$ cat config.mk
export PLATFORM = sky130hd
export DESIGN_NAME = acc_cpu_sequencer
export DESIGN_NICKNAME = d
export VERILOG_FILES = /design/src/rtl/acc_cpu_sequencer.sv
export SDC_FILE = /design/constraint.sdc
export NUM_CORES = 1
export LEC_CHECK = 0
export CORE_MARGIN = 3
export CORE_UTILIZATION = 49
export CTS_BUF_LIST = sky130_fd_sc_hd__clkbuf_2 sky130_fd_sc_hd__clkbuf_4 sky130_fd_sc_hd__clkbuf_8
export DETAILED_ROUTE_END_ITERATION = 12
export GPL_ROUTABILITY_DRIVEN = 0
export PLACE_DENSITY_LB_ADDON = 0.15
export SYNTH_ARGS = -nofsm -noshare
export SYNTH_HDL_FRONTEND = slang
export SYNTH_SLANG_ARGS = --single-unit
$ cat constraint.sdc
create_clock -name clock -period 3.75 [get_ports clock]
set_clock_uncertainty 0.05 [all_clocks]
set_input_delay 1.125 -clock clock [delete_from_list [all_inputs] [get_ports clock]]
set_output_delay 1.125 -clock clock [all_outputs]
set_load 0.03 [all_outputs]
$ cat src/rtl/acc_cpu_sequencer.sv
// acc_cpu_sequencer: multi-cycle fetch/decode/operand/execute/write control
// sequencer for the accumulator computer. Owns PC, IR, MAR, MBR and AC and
// talks to memory over a req/ready handshake that tolerates wait states.
// Optional build macro: ACC_SEQ_INDIRECT_EN turns opcode E into LOADIND
// (AC <= M[M[MAR]]); without it opcode E is illegal and halts the machine.
module acc_cpu_sequencer #(
  parameter int unsigned DATA_W = 16,
  parameter int unsigned ADDR_W = 12,
  parameter int unsigned OPC_W  = 4
) (
  input  logic              clock,
  input  logic              reset,
  input  logic              run,
  output logic              mem_req,
  output logic              mem_we,
  output logic [ADDR_W-1:0] mem_addr,
  output logic [DATA_W-1:0] mem_wdata,
  input  logic              mem_ready,
  input  logic [DATA_W-1:0] mem_rdata,
  output logic [3:0]        alu_op,
  output logic [DATA_W-1:0] alu_a,
  output logic [DATA_W-1:0] alu_b,
  input  logic [DATA_W-1:0] alu_result,
  output logic [DATA_W-1:0] acc,
  output logic [ADDR_W-1:0] pc,
  output logic              retire,
  output logic              halted,
  output logic              illegal
);

  localparam int unsigned IMM_W = DATA_W - OPC_W;

  localparam logic [2:0] S_FETCH  = 3'd0;
  localparam logic [2:0] S_DECODE = 3'd1;
  localparam logic [2:0] S_OPER   = 3'd2;
  localparam logic [2:0] S_EXEC   = 3'd3;
  localparam logic [2:0] S_WRITE  = 3'd4;
  localparam logic [2:0] S_HALT   = 3'd5;

  localparam logic [OPC_W-1:0] OP_NOP   = OPC_W'(4'h0);
  localparam logic [OPC_W-1:0] OP_LOAD  = OPC_W'(4'h1);
  localparam logic [OPC_W-1:0] OP_STORE = OPC_W'(4'h2);
  localparam logic [OPC_W-1:0] OP_ADD   = OPC_W'(4'h3);
  localparam logic [OPC_W-1:0] OP_SUB   = OPC_W'(4'h4);
  localparam logic [OPC_W-1:0] OP_AND   = OPC_W'(4'h5);
  localparam logic [OPC_W-1:0] OP_OR    = OPC_W'(4'h6);
  localparam logic [OPC_W-1:0] OP_XOR   = OPC_W'(4'h7);
  localparam logic [OPC_W-1:0] OP_JUMP  = OPC_W'(4'h8);
  localparam logic [OPC_W-1:0] OP_JZ    = OPC_W'(4'h9);
  localparam logic [OPC_W-1:0] OP_JNEG  = OPC_W'(4'hA);
  localparam logic [OPC_W-1:0] OP_LOADI = OPC_W'(4'hB);
  localparam logic [OPC_W-1:0] OP_SHL   = OPC_W'(4'hC);
  localparam logic [OPC_W-1:0] OP_SHR   = OPC_W'(4'hD);
`ifdef ACC_SEQ_INDIRECT_EN
  localparam logic [OPC_W-1:0] OP_LDIND = OPC_W'(4'hE);
`endif
  localparam logic [OPC_W-1:0] OP_HALT  = OPC_W'(4'hF);

  localparam logic [3:0] ALU_ADD = 4'b0000;
  localparam logic [3:0] ALU_SUB = 4'b0001;
  localparam logic [3:0] ALU_SHL = 4'b0100;
  localparam logic [3:0] ALU_SHR = 4'b0101;
  localparam logic [3:0] ALU_AND = 4'b1000;
  localparam logic [3:0] ALU_OR  = 4'b1001;
  localparam logic [3:0] ALU_XOR = 4'b1010;

  logic [2:0]        state, state_nxt;
  logic [DATA_W-1:0] ir, ir_nxt;
  logic [ADDR_W-1:0] mar, mar_nxt;
  logic [DATA_W-1:0] mbr, mbr_nxt;
  logic [DATA_W-1:0] acc_nxt;
  logic [ADDR_W-1:0] pc_nxt;
  logic              retire_nxt, halted_nxt, illegal_nxt;
  logic              fetch_open, fetch_open_nxt;
  logic              fetch_req;
  logic [OPC_W-1:0]  opc;
`ifdef ACC_SEQ_INDIRECT_EN
  logic              ind_stage, ind_stage_nxt;
`endif

  assign opc       = ir[DATA_W-1 -: OPC_W];
  assign mem_wdata = acc;
  assign alu_a     = acc;
  assign alu_b     = mbr;

  // Next-state, datapath updates and memory/ALU control per state
  always_comb begin
    state_nxt      = state;
    ir_nxt         = ir;
    mar_nxt        = mar;
    mbr_nxt        = mbr;
    acc_nxt        = acc;
    pc_nxt         = pc;
    retire_nxt     = 1'b0;
    halted_nxt     = halted;
    illegal_nxt    = illegal;
    fetch_open_nxt = 1'b0;
    fetch_req      = 1'b0;
    mem_req        = 1'b0;
    mem_we         = 1'b0;
    mem_addr       = mar;
    alu_op         = ALU_ADD;
`ifdef ACC_SEQ_INDIRECT_EN
    ind_stage_nxt  = ind_stage;
`endif
    case (state)
      S_FETCH: begin
        // run only gates opening a request; an open one is held to completion
        fetch_req = run | fetch_open;
        mem_req   = fetch_req;
        mem_addr  = pc;
        if (fetch_req) begin
          if (mem_ready) begin
            ir_nxt    = mem_rdata;
            mar_nxt   = mem_rdata[ADDR_W-1:0];
            pc_nxt    = pc + ADDR_W'(1);
            state_nxt = S_DECODE;
          end else begin
            fetch_open_nxt = 1'b1;
          end
        end
      end
      S_DECODE: begin
        state_nxt  = S_FETCH;
        retire_nxt = 1'b1;
        case (opc)
          OP_NOP: begin
          end
          OP_LOAD, OP_ADD, OP_SUB, OP_AND, OP_OR, OP_XOR: begin
            state_nxt  = S_OPER;
            retire_nxt = 1'b0;
          end
          OP_STORE: begin
            state_nxt  = S_WRITE;
            retire_nxt = 1'b0;
          end
          OP_JUMP: pc_nxt = mar;
          OP_JZ:   if (acc == '0) pc_nxt = mar;
          OP_JNEG: if (acc[DATA_W-1]) pc_nxt = mar;
          OP_LOADI: acc_nxt = DATA_W'(ir[IMM_W-1:0]);
          OP_SHL: begin
            alu_op  = ALU_SHL;
            acc_nxt = alu_result;
          end
          OP_SHR: begin
            alu_op  = ALU_SHR;
            acc_nxt = alu_result;
          end
          OP_HALT: begin
            halted_nxt = 1'b1;
            state_nxt  = S_HALT;
          end
`ifdef ACC_SEQ_INDIRECT_EN
          OP_LDIND: begin
            state_nxt     = S_OPER;
            retire_nxt    = 1'b0;
            ind_stage_nxt = 1'b0;
          end
`endif
          default: begin
            illegal_nxt = 1'b1;
            halted_nxt  = 1'b1;
            state_nxt   = S_HALT;
            retire_nxt  = 1'b0;
          end
        endcase
      end
      S_OPER: begin
        mem_req  = 1'b1;
        mem_addr = mar;
        if (mem_ready) begin
`ifdef ACC_SEQ_INDIRECT_EN
          // first LOADIND read fetches the pointer and re-enters OPER
          if ((opc == OP_LDIND) && !ind_stage) begin
            mar_nxt       = mem_rdata[ADDR_W-1:0];
            ind_stage_nxt = 1'b1;
          end else begin
            mbr_nxt       = mem_rdata;
            ind_stage_nxt = 1'b0;
            state_nxt     = S_EXEC;
          end
`else
          mbr_nxt   = mem_rdata;
          state_nxt = S_EXEC;
`endif
        end
      end
      S_EXEC: begin
        state_nxt  = S_FETCH;
        retire_nxt = 1'b1;
        case (opc)
          OP_ADD: begin alu_op = ALU_ADD; acc_nxt = alu_result; end
          OP_SUB: begin alu_op = ALU_SUB; acc_nxt = alu_result; end
          OP_AND: begin alu_op = ALU_AND; acc_nxt = alu_result; end
          OP_OR:  begin alu_op = ALU_OR;  acc_nxt = alu_result; end
          OP_XOR: begin alu_op = ALU_XOR; acc_nxt = alu_result; end
          default: acc_nxt = mbr;
        endcase
      end
      S_WRITE: begin
        mem_req  = 1'b1;
        mem_we   = 1'b1;
        mem_addr = mar;
        if (mem_ready) begin
          retire_nxt = 1'b1;
          state_nxt  = S_FETCH;
        end
      end
      S_HALT: begin
      end
      default: state_nxt = S_FETCH;
    endcase
  end

  // State and architectural registers; synchronous reset clears everything
  always_ff @(posedge clock) begin
    if (reset) begin
      state      <= S_FETCH;
      ir         <= '0;
      mar        <= '0;
      mbr        <= '0;
      acc        <= '0;
      pc         <= '0;
      retire     <= 1'b0;
      halted     <= 1'b0;
      illegal    <= 1'b0;
      fetch_open <= 1'b0;
`ifdef ACC_SEQ_INDIRECT_EN
      ind_stage  <= 1'b0;
`endif
    end else begin
      state      <= state_nxt;
      ir         <= ir_nxt;
      mar        <= mar_nxt;
      mbr        <= mbr_nxt;
      acc        <= acc_nxt;
      pc         <= pc_nxt;
      retire     <= retire_nxt;
      halted     <= halted_nxt;
      illegal    <= illegal_nxt;
      fetch_open <= fetch_open_nxt;
`ifdef ACC_SEQ_INDIRECT_EN
      ind_stage  <= ind_stage_nxt;
`endif
    end
  end

endmodule

# Yosys cells after proc, flatten, opt, wreduce, memory -nomap -nowiden
# Index checks and enable logic that the tools add are counted.
[classes]
eq_ne = 27
mux = 25
n_reduce_logical = 21
n_bitwise = 6
add_sub_neg = 1
[op_table]
columns = ["operator", "count"]
rows = [
  ["case mux 16 bit (2 select lines)", 2],
  ["two-way mux 12 bit", 5],
  ["case mux 12 bit (3 select lines)", 1],
  ["equality test 4 bit (second input constant)", 7],
  ["case mux 12 bit (2 select lines)", 1],
  ["equality test 4 x 3 -> 1 bit (second input constant)", 4],
  ["zero test 16 bit", 1],
  ["two-way mux 16 bit", 1],
  ["case mux 4 bit (4 select lines)", 1],
  ["case mux 3 bit (5 select lines)", 1],
  ["OR reduction 15 bit", 1],
  ["OR reduction 14 bit", 1],
  ["adder 12 x 1 -> 12 bit (second input constant)", 1],
  ["two-way mux 3 bit", 4],
  ["case mux 3 bit (3 select lines)", 1],
  ["equality test 4 x 2 -> 1 bit (second input constant)", 2],
  ["inequality test 2 bit (second input constant)", 4],
  ["case mux 4 bit (2 select lines)", 1],
  ["AND reduction 2 bit", 4],
  ["OR reduction 8 bit", 1],
  ["OR reduction 7 bit", 1],
  ["equality test 3 x 2 -> 1 bit (second input constant)", 2],
  ["equality test 3 bit (second input constant)", 2],
  ["inequality test 3 bit (second input constant)", 2],
  ["other kinds (20)", 29],
]
[word_totals]
ff_bits = 79
input_bits = 36
output_inout_bits = 97
wordCells = 90

# Logic depth before layout (Yosys ltp)
[logic_depth]
depth_word = 4
depth_mapped = 8

# Worst setup path before layout
# No wires, ideal clock.
[synth_path]
path_kind = "input to output"
start = "input run"
end = "output mem_req"
arrival_time_ns = 1.783
n_path_buf = 0
slack_ns = 0.792
path_stages = 2
required_time_ns = 2.575
cell_sequence = "or2_2 -> o31a_1"
[synth_via]
elab_chain_len = 2
[synth_lines]
columns = ["element", "line", "rtl"]
rows = [
  ["start: declaration", "13", "input logic run,"],
  ["OR 1 bit", "109", "fetch_req = run | fetch_open;"],
  ["case mux 1 bit (2 select lines)", "106", "case (state)"],
  ["end: declaration", "14", "output logic mem_req,"],
]
# No other way between the ends.

# Worst setup path after layout
[layout_path]
start = "register state[2]"
end = "output mem_addr[10]"
[layout_via]
elab_chain_len = 2
[layout_lines]
columns = ["element", "line", "rtl"]
rows = [
  ["start: declaration", "67", "logic [2:0] state, state_nxt;"],
  ["start signal: assignment", "232", "state <= state_nxt;"],
  ["zero test 3 bit", "106", ""],
  ["two-way mux 12 bit", "106", ""],
  ["end: declaration", "16", "output logic [ADDR_W-1:0] mem_addr,"],
]
# No other way between the ends.

==> flow_metrics.env <==
export IMPL_outcome="complete, no violations"
export IMPL_max_cap_violations=0
export IMPL_p_leak_nw=1.57
export IMPL_num_rows=30
export IMPL_synthesis_yosys_warnings=0
export IMPL_grt_setup_unrepaired="false"
export IMPL_syn_num_nets=493
export IMPL_dieHeight_um=90.5
export IMPL_cts_hold_buffers_added=0
export IMPL_max_clock_freq_mhz=279
export IMPL_synth_cell_area_mm2=0.00349
export IMPL_clkTransAtPathRegs_ns=0.08
export IMPL_pin_count=133
export IMPL_critPathKind="reg -> out"
export IMPL_per_instance_average_area_after_synthesis_um2=7.66
export IMPL_timing_critical_path_max_delay_family="buffers and inverters"
export IMPL_largest_net_degree_at_the_start_of_global_routing=51
export IMPL_grt_util_met1_pct=33.7
export IMPL_finalHoldViolCount=0
export IMPL_detail_route_antenna_nets=0
export IMPL_worst_pin_slew_ns=0.889
export IMPL_place_port_buffers=132
export IMPL_post_synth_edffs=0
export IMPL_worst_slew_margin_rel_pct=40.7
export IMPL_share_of_synthesized_registers_carrying_an_async_set_or_reset_pct=0
export IMPL_synthToLayoutAreaGrowth_pct=37.2
export IMPL_biggest_area_contributors_in_the_synthesized_netlist="sky130_fd_sc_hd__dfxtp_1, sky130_fd_sc_hd__nand2_1, sky130_fd_sc_hd__a21oi_1"
export IMPL_dominantRegCellSynth="sky130_fd_sc_hd__dfxtp_1"
export IMPL_worst_hold_path_type="reg -> reg"
export IMPL_core_area_mm2=0.00687
export IMPL_synth_top_cell_area_share_pct=38.4
export IMPL_wl_per_cell_um=15.4
export IMPL_tritoncts_num_sinks=67
export IMPL_first_iter_violations=255
export IMPL_grt_usage_pct=24.5
export IMPL_die_area_mm2=0.00818
export IMPL_count_of_cells_resized_by_post_cts_repair=0
export IMPL_critical_path_cell_chain="or3_1, mux2_2, clkdlybuf4s50_1"
export IMPL_overflow=0
export IMPL_totalWireLength_um=9920
export IMPL_clk_root_buffer_cell="sky130_fd_sc_hd__clkbuf_8"
export IMPL_vias=3568
export IMPL_cts_repair_timing_setup_buffer_count=0
export IMPL_finalWorstPathRequiredPeriod_ns=3.58
export IMPL_top_usage_layer="met2"
export IMPL_dp_hpwl_um=7200
export IMPL_tritoncts="done"
export IMPL_startpoint_type="flop"
export IMPL_ir_drop_mv=0.158
export IMPL_flip_flop_and_latch_count_after_synthesis=67
export IMPL_detail_route_first_pass_iterations=5
export IMPL_syn_inst=456
export IMPL_vias_in_the_first_global_route=3301
export IMPL_routed_via_density=5.55
export IMPL_number_of_antenna_violations_at_the_first_check_in_global_routing=0
export IMPL_worst_path_buf_inv=1
export IMPL_finalNonFillerCells=643
export IMPL_met2_usage_pct=37.7
export IMPL_setup_viol_count_final=0
export IMPL_die_x_um=90.5
export IMPL_post_synth_top_area_cell="sky130_fd_sc_hd__dfxtp_1"
export IMPL_drc_errors=0
export IMPL_synthDistinctLibCells=46
export IMPL_groute_layer_met3_usage_pct=5.75
export IMPL_numPlacedInstances=627
export IMPL_post_route_cells_drive_above_1_share_pct=8.96
export IMPL_setup_worst_path_end_class="primary output"
export IMPL_grt_first_pass_wirelength_um=16500
export IMPL_worstPathMaxFanout=13
export IMPL_final_setup_tns_ns=0
export IMPL_final_period_utilization_pct=95.5
export IMPL_number_of_buffers_inserted_during_clock_tree_synthesis=9
export IMPL_antenna_diode_count=0
export IMPL_cp_required_ns=2.57
export IMPL_cell_with_the_biggest_individual_delay_on_the_critical_path="sky130_fd_sc_hd__clkdlybuf4s50_1"
export IMPL_fin_nets=579
export IMPL_clk_path_buf_depth=2
export IMPL_clock_latency_ns=0.34
export IMPL_synth_yosys_seq_area_share_pct=38.4
export IMPL_pwr_density_cell_mw_per_mm2=322
export IMPL_critPathMaxStageDelay_ns=0.59
export IMPL_start_util_pct=50.9
export IMPL_arrival_time_at_the_worst_endpoint_ns=2.41
export IMPL_htree_num_levels=3
export IMPL_slew_violations=0
## placed cells by master, fill, tap and decap left out, drive strengths merged, types with 2 or more instances in the layout
master / count
nand2b: 2
dfxtp: 67
nor3b: 5
a21o: 3
o32ai: 2
a21oi: 56
buf: 9
or2: 4
nand3: 8
inv: 9
clkinvlp: 2
xnor2: 2
a31o: 3
nor3: 8
a211o: 2
or3: 2
a22oi: 16
clkdlybuf4s50: 130
nor2: 25
o22ai: 2
clkinv: 4
mux2: 12
o21ai: 25
nand2: 95
o31a: 2
clkbuf: 9
nand4: 3
nor4: 7
a31oi: 13
nor2b: 3
## final timing paths
check | startpoint | to | slack (ns) | depth (start not counted)
worst max-delay path | state[2] | mem_addr[10] | 0.17 | 3
worst max register to register | state[1] | pc[0] | 1.22 | 7
worst min-delay path | alu_b[11] | alu_b[11] | 0.42 | 2
worst min register to register | alu_b[11] | alu_b[11] | 0.42 | 2
## cell type report
cell class | instances | area [um^2]
Fill cell | 599 | 2070
Multi-Input combinational cell | 316 | 1740
Timing Repair Buffer | 139 | 1370
Sequential cell | 67 | 1340
Clock buffer | 9 | 124
Tap cell | 96 | 120
Clock inverter | 7 | 68.8
Inverter | 9 | 33.8
## worst min-delay path: stages (launching register included)
cell	delay [ns]
sky130_fd_sc_hd__dfxtp_1	0.32
sky130_fd_sc_hd__nand2_1	0.05
sky130_fd_sc_hd__a21oi_1	0.05
## layer usage
metal	up-vias	part of all wire, %
li1	1736	-
met1	1652	46
met2	166	45
met3	14	7.3
met4	0	1.4
met5	-	0
## cells by family (layout without fill, tap and decap cells)
family                     Yosys count  in the layout  synth area share (%)
muxes                               12             12                  3.87
xor gates and xnor gates             3              3                 0.752
DFF                                 67             67                  38.4
AOI/OAI and AO/OA                  132            132                  23.3
buffers and inverters               73            164                  11.9
and+or+nand+nor                    168            168                  21.4
adders and majority gates            1              1                 0.358
## cell usage after synthesis (4+ instances only)
cell type                   n
sky130_fd_sc_hd__nand2_1   95
sky130_fd_sc_hd__dfxtp_1   67
sky130_fd_sc_hd__a21oi_1   56
sky130_fd_sc_hd__buf_4     33
sky130_fd_sc_hd__clkbuf_1  26
sky130_fd_sc_hd__nor2_1    25
sky130_fd_sc_hd__o21ai_0   25
sky130_fd_sc_hd__a22oi_1   16
sky130_fd_sc_hd__a31oi_1   13
sky130_fd_sc_hd__mux2_2    12
sky130_fd_sc_hd__inv_1      9
sky130_fd_sc_hd__nand3_1    8
sky130_fd_sc_hd__nor3_1     8
sky130_fd_sc_hd__nor4_1     7
sky130_fd_sc_hd__nor3b_1    5
sky130_fd_sc_hd__or2_2      4
## power by group
group / leakage, nW / switching, mW / total, mW / internal [mW]
clock network: 0.0950 / 0.285 / 0.589 / 0.304
registers: 0.542 / 0.0256 / 0.753 / 0.727
logic: 0.936 / 0.109 / 0.201 / 0.0914
## stage by stage
step	util (%)	hold slack (ns)	setup WS, ns	instance area (um^2)	power [mW]
floorplan	-	0.400	0.792	3490	0.882
global placement	67.0	0.404	0.342	4600	0.964
detailed placement	67.0	0.413	0.335	4600	0.968
CTS	69.8	0.423	0.147	4800	1.55
global route	69.8	0.445	0.0495	4800	1.60
finish	69.8	0.425	0.169	4800	1.54
## state kept, by name, indices dropped and copies added (netlist names)
signal and count:
acc 16, alu_b 16, ir 16, pc 12
state 3, fetch_open 1, halted 1, illegal 1
retire 1
Note: power is estimated with default switching activity, not from simulation.
==> RTL edit: new RTL, same settings <==
The parameter `ADDR_W` goes from 12 to 11.
--- a/src/rtl/acc_cpu_sequencer.sv
+++ b/src/rtl/acc_cpu_sequencer.sv
@@ -6,5 +6,5 @@
 module acc_cpu_sequencer #(
   parameter int unsigned DATA_W = 16,
-  parameter int unsigned ADDR_W = 12,
+  parameter int unsigned ADDR_W = 11,
   parameter int unsigned OPC_W  = 4
 ) (
Ports: changed (resized mem_addr and pc); port bits go from 133 to 131. No check against the original RTL was run, so the function may have changed too.
==> RTL edit against the original RTL <==
Count of clock-buffer cells in the layout increased by 3. Wire length grew 7.1%. Power grew 2.6%. Design area up 1.6%. Global-route usage up 0.91 points. Worst setup slack improved by 0.13 ns. Fmax increased by 3.9%. Sequential cell count decreased by 1. Synthesized area increased by 2.6%. Combinational power up 6%. Die area grew 2.4%. Register-to-register slack improved by 0.32 ns. Highest routed layer unchanged.
==> RTL edit: results (changes against the original RTL) <==
| Metric | Value |
|---|---|
| Largest net degree at the start of global routing | `50 (was 51)` |
| Critical Path AT | `2.27 ns (was 2.41 ns)` |
| Hold Crit Class | `reg -> reg (unchanged)` |
| Clk slew on worst S/H paths | `0.08 ns (about the same)` |
| Crit Path Max Fanout | `13 (unchanged)` |
| Met2 Usage GRT | `42.12% (was 37.71%)` |
| Max-Slew Margin vs Limit | `53.95% (was 40.72%)` |
| Fraction of synthesized area in multiplexers | `3.733% (was 3.867%)` |
| Yosys Warn Count | `0 (unchanged)` |
| Peak supply drop | `0.2647 mV (was 0.1584 mV)` |
| Via count | `3,680 (was 3,568)` |
| Vias in the first global route | `3,505 (was 3,301)` |
| Met1 Use GR | `31.76% (was 33.72%)` |
| DRC | `0 (unchanged)` |
| Synth Area in Adders | `0.3489% (was 0.3580%)` |
| Top_reg_cell synth | `dfxtp_1 (unchanged)` |
| Grt total ovfl | `0 (unchanged)` |
| Final wirelength | `10,630 microns (was 9918 microns)` |
| Post-synth ARST share | `0% (unchanged)` |
| M1 WL | `4393 microns (was 4563 microns)` |
| Nets | `580 (was 579)` |
| Seq/Total Area, Yosys | `36.85% (was 38.38%)` |
| Synth Area in XOR/XNOR | `0% (was 0.7519%)` |
| CTS max path bufs | `2 (unchanged)` |
| Initial antenna violation count | `0 (unchanged)` |
| H-tree Lvls | `3 (unchanged)` |
| Met3 Track Usage GR | `6.214% (was 5.750%)` |
| Commonest cells post-synth | `nand2_1, dfxtp_1, a21oi_1 (unchanged)` |
| Syn_nets | `496 (was 493)` |
| Compound-cell area share of the yosys netlist | `21.91% (was 23.31%)` |
| 1st-iter DRT viols | `266 (was 255)` |
| CTS root buf | `clkbuf_8 (unchanged)` |
| Met3 routed WL | `747 microns (was 725 microns)` |
| Leakage | `1.614 nW (was 1.573 nW)` |
| Share of layout cells above drive strength 1 | `8.577% (was 8.958%)` |
| Total CTS buffers | `9 (unchanged)` |
| Synth top area cells | `dfxtp_1, nand2_1, a21oi_1, buf_4, nor2_1 (was dfxtp_1, nand2_1, a21oi_1, buf_4, mux2_2)` |
| Total GRT Usage | `25.40% (was 24.50%)` |
| DR pass1 iterations | `5 (unchanged)` |
| Post-synth cell types | `53 (was 46)` |
| Worst-Skew Late Latency | `0.34 ns (about the same)` |
| First-pass GRT wire length | `17,310 microns (was 16,480 microns)` |
| Highest Signal Layer | `met4 (unchanged)` |
| Post-CTS Setup Inserts | `0 (unchanged)` |
| # resized after CTS | `0 (unchanged)` |
| Port Buffer Count | `130 (was 132)` |
| Status | `finished clean (unchanged)` |
| N_diodes | `0 (unchanged)` |
| DP HPWL | `7556 microns (was 7202 microns)` |
| Met2 wire length | `5265 microns (was 4486 microns)` |
## RTL edit: cell types whose count changed in the layout (fill, tap and decap cells not counted), sizes merged, moves of 7 or more
cell | unedited run | this run
a22oi | 16 | 1
nor2 | 25 | 39
o21ai | 25 | 12
o22ai | 2 | 13
o32ai | 2 | 13
a31oi | 13 | 6
o31ai | 1 | 8
## RTL edit: per-stage QoR
step                hold WS, ns  std cells  worst slack [ns]  instance area [sq um]
detailed placement       0.3915        628            0.4494                   4666
CTS                      0.4020        644            0.2719                   4875
finish                   0.3979        644            0.3027                   4875
floorplan                0.3865        459            0.6351                   3586
global route             0.4401        644            0.1773                   4875
global placement         0.3894        628            0.4808                   4666
## RTL edit: report_power, final
part	switching (mW)	total [mW]	internal, mW
Sequential	0.0261	0.743	0.717
Clock	0.276	0.626	0.350
Combinational	0.116	0.213	0.0977
Total	0.418	1.58	1.16
## RTL edit: worst max-delay path, stage by stage, from the launching register on
cell and delay, ns:
dfxtp_1 0.39, buf_4 0.20, nor3_1 0.17, buf_4 0.23, mux2_2 0.35, clkdlybuf4s50_1 0.59
## RTL edit: final timing paths
| kind | startpoint | end | slack (ns) | cells past startpoint |
|---|---|---|---|---|
| max | state[1] | mem_addr[9] | 0.30 | 5 |
| min | halted | halted | 0.40 | 2 |
| max reg2reg | state[2] | pc[7] | 1.54 | 6 |
| min reg2reg | halted | halted | 0.40 | 2 |
## RTL edit: cell type report
class                           count  area [sq um]
Multi-Input combinational cell    319          1824
Tap cell                           96         120.1
Clock buffer                       12         158.9
Timing Repair Buffer              140          1374
Clock inverter                      4         50.05
Fill cell                         556          2069
Inverter                            7         26.28
Sequential cell                    66          1321
